## src/rtl/mem_arbiter.sv

```systemverilog
`default_nettype none
// ============================================================================
// Module   : mem_arbiter
// Brief    : Shares one memory port between instruction fetch and data access.
//            Define ARB_RR_EN for round-robin conflicts; default is data-first.
// Revision : 1.0
// ============================================================================
module mem_arbiter #(
  parameter int WIDTH = 32
) (
  input  logic             clk,
  input  logic             rst,
  // instruction port
  input  logic             instr_read,
  input  logic [WIDTH-1:0] instr_mem_address,
  output logic             instr_mem_resp,
  output logic [WIDTH-1:0] instr_mem_rdata,
  // data port
  input  logic             data_read,
  input  logic             data_write,
  input  logic [3:0]       data_mbe,
  input  logic [WIDTH-1:0] data_mem_address,
  input  logic [WIDTH-1:0] data_mem_wdata,
  output logic             data_mem_resp,
  output logic [WIDTH-1:0] data_mem_rdata,
  // shared memory port
  output logic             mem_read,
  output logic             mem_write,
  output logic [WIDTH-1:0] mem_address,
  output logic [WIDTH-1:0] mem_wdata,
  output logic [3:0]       mem_mbe,
  input  logic             mem_resp,
  input  logic [WIDTH-1:0] mem_rdata
);

  localparam logic [1:0] c_idle    = 2'd0;
  localparam logic [1:0] c_serve_i = 2'd1;
  localparam logic [1:0] c_serve_d = 2'd2;
  localparam logic [1:0] c_resp    = 2'd3;

  logic [1:0]       r_state;
  logic [WIDTH-1:0] r_addr;
  logic [WIDTH-1:0] r_wdata;
  logic [3:0]       r_mbe;
  logic             r_read;
  logic             r_write;
  logic [WIDTH-1:0] r_rdata;
  logic             r_resp_data;

  logic w_i_req;
  logic w_d_req;
  logic w_grant_d;
  logic w_serving;
  logic w_in_resp;

  assign w_i_req   = instr_read;
  assign w_d_req   = data_read | data_write;
  assign w_serving = (r_state == c_serve_i) || (r_state == c_serve_d);
  assign w_in_resp = (r_state == c_resp);

`ifdef ARB_RR_EN
  // Last-grant flag: 0 = instruction, so the first conflict goes to data.
  logic r_last_data;

  assign w_grant_d = w_d_req & (~w_i_req | ~r_last_data);

  always_ff @(posedge clk or posedge rst) begin
    if (rst) begin
      r_last_data <= 1'b0;
    end else if (r_state == c_idle && (w_i_req || w_d_req)) begin
      r_last_data <= w_grant_d;
    end
  end
`else
  assign w_grant_d = w_d_req;
`endif

  always_ff @(posedge clk or posedge rst) begin
    if (rst) begin
      r_state     <= c_idle;
      r_addr      <= '0;
      r_wdata     <= '0;
      r_mbe       <= 4'h0;
      r_read      <= 1'b0;
      r_write     <= 1'b0;
      r_rdata     <= '0;
      r_resp_data <= 1'b0;
    end else begin
      case (r_state)
        c_idle: begin
          if (w_i_req || w_d_req) begin
            r_resp_data <= w_grant_d;
            if (w_grant_d) begin
              // A simultaneous read+write request is carried out as a write.
              r_addr  <= data_mem_address;
              r_read  <= ~data_write;
              r_write <= data_write;
              r_wdata <= data_write ? data_mem_wdata : '0;
              r_mbe   <= data_write ? data_mbe : 4'hF;
              r_state <= c_serve_d;
            end else begin
              r_addr  <= instr_mem_address;
              r_read  <= 1'b1;
              r_write <= 1'b0;
              r_wdata <= '0;
              r_mbe   <= 4'hF;
              r_state <= c_serve_i;
            end
          end
        end
        c_serve_i, c_serve_d: begin
          if (mem_resp) begin
            r_rdata <= mem_rdata;
            r_state <= c_resp;
          end
        end
        c_resp: begin
          r_state <= c_idle;
        end
        default: begin
          r_state <= c_idle;
        end
      endcase
    end
  end

  assign mem_read    = w_serving & r_read;
  assign mem_write   = w_serving & r_write;
  assign mem_address = w_serving ? r_addr  : '0;
  assign mem_wdata   = w_serving ? r_wdata : '0;
  assign mem_mbe     = w_serving ? r_mbe   : 4'h0;

  assign instr_mem_resp  = w_in_resp & ~r_resp_data;
  assign data_mem_resp   = w_in_resp &  r_resp_data;
  assign instr_mem_rdata = instr_mem_resp ? r_rdata : '0;
  assign data_mem_rdata  = data_mem_resp  ? r_rdata : '0;

endmodule
`default_nettype wire

```

## config.mk

```make
export PLATFORM = sky130hd
export DESIGN_NAME = mem_arbiter
export DESIGN_NICKNAME = d
export VERILOG_FILES = /design/src/rtl/mem_arbiter.sv
export SDC_FILE = /design/constraint.sdc
export NUM_CORES = 1
export LEC_CHECK = 0
export BUFFER_PORTS_ARGS = -buffer_cell sky130_fd_sc_hd__clkbuf_2
export CAP_MARGIN = 20
export CORE_MARGIN = 3
export CORE_UTILIZATION = 49
export CTS_CLUSTER_DIAMETER = 40
export CTS_CLUSTER_SIZE = 25
export DETAILED_ROUTE_END_ITERATION = 8
export GPL_ROUTABILITY_DRIVEN = 0
export PLACE_DENSITY = 0.95
export SLEW_MARGIN = 10
export SYNTH_ARGS = -nofsm -noshare
export SYNTH_HDL_FRONTEND = slang
export SYNTH_SLANG_ARGS = --single-unit
```

## constraint.sdc

```tcl
create_clock -name clk -period 6 [get_ports clk]
set_clock_uncertainty 0.1 [all_clocks]
set_input_delay 1.2 -clock clk [delete_from_list [all_inputs] [get_ports clk]]
set_output_delay 1.2 -clock clk [all_outputs]
set_load 0.01 [all_outputs]
```

### Word-level counts from Yosys, hierarchy flattened

Index checks and enable logic that the tools add are counted.

* bits in registers: 105
* input bits: 138
* output and inout port bits: 136
* word-level logic and storage cells: 43

* equal/unequal tests: 5
* multiplexer cells: 16
* bitwise gates (word level): 7
* reduce and logical (&&, ||, !) cells: 7

Operators by type and width (count)
* two-way mux 32 bit: 7
* two-way mux 4 bit: 3
* two-way mux 2 bit: 3
* one-hot mux 2 bit (3 select lines): 1
* AND reduction 2 bit: 3
* AND 1 bit: 4
* == test 2 bit (second input constant): 2
* != test 2 bit (second input constant): 2
* == test 2 x 1 -> 1 bit (second input constant): 1
* logical NOT 2 bit: 1
* logical OR 1 bit: 2
* two-way mux 1 bit: 2
* NOT 1 bit: 2
* OR reduction 2 bit: 1
* bitwise OR 1 bit: 1

### Depth between registers and ports, before layout

* depth after elaboration: 4
* depth in mapped cells: 8
* mapped depth without buffers: 5

### Least setup slack after synthesis

Ideal clock, no wire load.

* kind: register to output
* start point: reg r_state[1]
* end point: out mem_wdata[0]
* arrival: 1.319 ns
* required time: 4.700 ns
* slack: 3.381 ns
* stages on the path, launching flop included: 6
* buffers on the path: 2
* cells stage by stage: dfrtp_1 > inv_1 > ha_1 > clkbuf_1 > clkbuf_1 > and2_1

* word-level cells in the longest chain between the ends: 3

RTL lines
* start: declaration: RTL line 41 `logic [1:0] r_state;`
* start signal: assignment: RTL line 80 `r_state <= c_idle;`
* start signal: assignment: RTL line 100 `r_state <= c_serve_d;`
* start signal: assignment: RTL line 107 `r_state <= c_serve_i;`
* == test 2 x 1 -> 1 bit or == test 2 bit (tied branches): RTL line 58 `assign w_serving = (r_state == c_serve_i) || (r_state == c_serve_d);`
* logical OR 1 bit (*): RTL line 58
* two-way mux 32 bit (*): RTL line 130 `assign mem_wdata = w_serving ? r_wdata : '0;`
* end: declaration: RTL line 30 `output logic [WIDTH-1:0] mem_wdata,`

Every way passes the cells marked *; elsewhere a longest branch is shown, timed or not.

### Worst setup path after layout

* start point: reg r_state[1]
* end point: out instr_mem_rdata[31]

* word-level cells in the longest chain between the ends: 3

RTL lines
* == test 2 bit: RTL line 59 `assign w_in_resp = (r_state == c_resp);`
* AND 1 bit: RTL line 133 `assign instr_mem_resp = w_in_resp & ~r_resp_data;`
* two-way mux 32 bit: RTL line 135 `assign instr_mem_rdata = instr_mem_resp ? r_rdata : '0;`
* end: declaration: RTL line 17 `output logic [WIDTH-1:0] instr_mem_rdata,`

No other way between the ends.

==> impl_metrics.env <==
export IMPL_status="complete, no violations"
export IMPL_cts_tree="built"
export IMPL_drive_gt1_frac=0.418
export IMPL_clk_pin_slew_worst_paths_ns=0.09
export IMPL_holdPathEnd="r_wdata[6]"
export IMPL_relSlewSlack=0.309
export IMPL_swShare=0.409
export IMPL_ant_nets=0
export IMPL_overflow=0
export IMPL_antenna_found_initial=0
export IMPL_grt_max_degree=76
export IMPL_tns_ns=0
export IMPL_clk_latency_ns=0.35
export IMPL_cts_resized=0
export IMPL_die_x_um=110
export IMPL_wl_met2_um=7280
export IMPL_layout_nets=924
export IMPL_root_buffer="clkbuf_8"
export IMPL_vdd_drop_max_mv=0.266
export IMPL_ff2ff_path_depth=6
export IMPL_criticalPathCategory="flip-flop to output pin"
export IMPL_synth_cell_types=23
export IMPL_hold_viol=0
export IMPL_yosysWarnings=0
export IMPL_r2r_start="r_state[1]"
export IMPL_synthesis_area_sq_mm=0.00527
export IMPL_seq_power_share=0.359
export IMPL_fin_crit_sh=0.631
export IMPL_p_int_uw=2050
export IMPL_max_cap_violations=0
export IMPL_drt_pass1_iter_count=4
export IMPL_grt_pass1_vias=4308
export IMPL_holdCritPathClass="flip-flop to flip-flop"
export IMPL_area_growth_pct=30.1
export IMPL_clock_path_buffers=2
export IMPL_rows=37
export IMPL_ys_ff_latch=105
export IMPL_grt_setup_unrepaired="false"
export IMPL_grt_total_usage=0.222
export IMPL_p_switching_uw=1420
export IMPL_worstHoldStart="r_wdata[6]"
export IMPL_cts_buffers=9
export IMPL_post_cts_buffers=0
export IMPL_start_util=0.508
export IMPL_crit_required_ns=4.70
export IMPL_arrival_ns=2.49
export IMPL_io_buffer_count=273
export IMPL_p_leak_uw=0.00397
export IMPL_met3_length_um=922
export IMPL_ys_seq_area_frac=0.499
export IMPL_coreArea_sq_mm=0.0104
export IMPL_clkPwrFrac=0.134
export IMPL_fin_crit_ns=3.79
export IMPL_chipHeight_um=110
export IMPL_tightest_slew_ns=1.04
export IMPL_ff2ff_setup_slack_ns=3.33
export IMPL_dpl_hpwl_um=10600
export IMPL_top_layer_used="met4"
export IMPL_r2r_end="r_rdata[13]"
export IMPL_ios=274
export IMPL_final_fill_count=889
export IMPL_crit_fanout=34
export IMPL_syn_nets=676
export IMPL_end_kind="output pin"
export IMPL_die_area_sq_mm=0.0120
export IMPL_p_per_area_mw_per_mm2=505
export IMPL_final_cell_mix="clkbuf_2 (273), dfrtp_1 (105), and2_1 (103)"
export IMPL_dpl_cell_count=908
export IMPL_vias=4579
export IMPL_routedWlPerCell_um=15.1
export IMPL_synth_cells=535
export IMPL_fmax_mhz=264
export IMPL_crit_start="r_state[1]"
export IMPL_startpoint_type="flip-flop"
export IMPL_final_common_cell="clkbuf_2"
export IMPL_fin_cells=923
export IMPL_finalSetupViolCount=0
export IMPL_ctsHoldBuffers=0
export IMPL_fin_area_sq_mm=0.00685
export IMPL_power_frac_comb=0.507
export IMPL_antennaDiodeCount=0
export IMPL_worstHoldPathCells=2
export IMPL_slew_viol_final=0
export IMPL_vias_per_cell=4.96
export IMPL_drc=0
export IMPL_routed_wl_um=13900
export IMPL_cts_sinks=105
export IMPL_grt_pass1_wl_um=20800
export IMPL_syn_avg_cell_area_sq_um=9.84
export IMPL_place_area_sq_mm=0.00665
export IMPL_wl_met1_um=5460
export IMPL_htreeDepth=3
export IMPL_first_iter_violations=269
-- worst max-delay path by stage --
stage | to | slack (ns) | depth (start not counted)
4_1_cts | mem_wdata[24] | 2.22 | 5
5_1_grt | mem_address[28] | 1.99 | 5
3_3_place_gp | mem_wdata[24] | 2.64 | 5
2_1_floorplan | r_addr[0] | 1.94 | 1
6_report | instr_mem_rdata[31] | 2.21 | 5
3_5_place_dp | r_addr[25] | 2.55 | 4
-- critical path, stage by stage, from the launching register on --
cell,delay [ns]
dfrtp_1,0.38
ha_1,0.73
nor2b_1,0.41
buf_4,0.31
and2_1,0.17
clkbuf_2,0.13
-- synth_stat cells --
cell type / number / share of area
dfrtp_1: 105 / 0.50
o22a_1: 4 / 0.0067
buf_6: 5 / 0.011
and2_1: 103 / 0.12
o31ai_4: 1 / 0.0040
clkbuf_1: 25 / 0.018
buf_4: 3 / 0.0043
nand3_1: 32 / 0.030
and3_1: 32 / 0.038
nor2b_1: 3 / 0.0036
nor2_1: 2 / 0.0014
inv_1: 3 / 0.0021
o21ai_0: 32 / 0.030
a22o_1: 1 / 0.0017
nor3_1: 1 / 0.00095
nand2_1: 100 / 0.071
ha_1: 3 / 0.0071
o21a_1: 1 / 0.0014
mux2i_1: 34 / 0.065
mux2_2: 33 / 0.071
a21oi_1: 2 / 0.0019
or2_2: 1 / 0.0012
buf_2: 9 / 0.0086
-- layout make-up --
type,count,area [sq um],share of cell area
repair buffers,279,1420,0.208
multi-input cells,385,2410,0.352
flip-flops and latches,105,2630,0.383
clock inverters,5,81.3,0.0119
well taps,136,170,0.0248
inverters,3,13.8,0.00201
clock buffers,10,128,0.0186
-- metrics by stage --
stage	worst slack [ns]	util	hold slack, ns	total power [uW]
floorplan	1.94	-	0.330	2360
global placement	2.64	0.641	0.341	2940
detailed placement	2.55	0.641	0.348	3020
CTS	2.22	0.661	0.368	3480
global route	1.99	0.661	0.386	3730
finish	2.21	0.661	0.366	3460
-- sequential cells by signal (all words and copies together), names as in the netlist --
name and cells:
r_addr 32, r_mbe 4, r_rdata 32, r_read 1, r_resp_data 1, r_state 2, r_wdata 32, r_write 1
-- power groups by stage --
stage | clock network, uW | logic, uW | registers [uW]
finish | 464 | 1760 | 1240
global route | 507 | 1950 | 1280
CTS | 472 | 1780 | 1240
detailed placement | 0 | 1770 | 1250
global placement | 0 | 1720 | 1230
floorplan | 0 | 1200 | 1160
-- metal layers --
layer / up-vias / GRT usage
li1: 2254 / -
met1: 2138 / 0.258
met2: 168 / 0.414
met3: 19 / 0.0470
met4: 0 / 0.0552
met5: - / 0
-- logic make-up after synthesis --
logic type      after synthesis  share of synthesized area
simple gates                274                      0.269
flops                       105                      0.499
mux                          67                      0.135
buf+inv                      45                     0.0435
compound gates               41                     0.0461
fa+ha+maj                     3                    0.00713
Note: power is estimated with default switching activity, not from simulation.
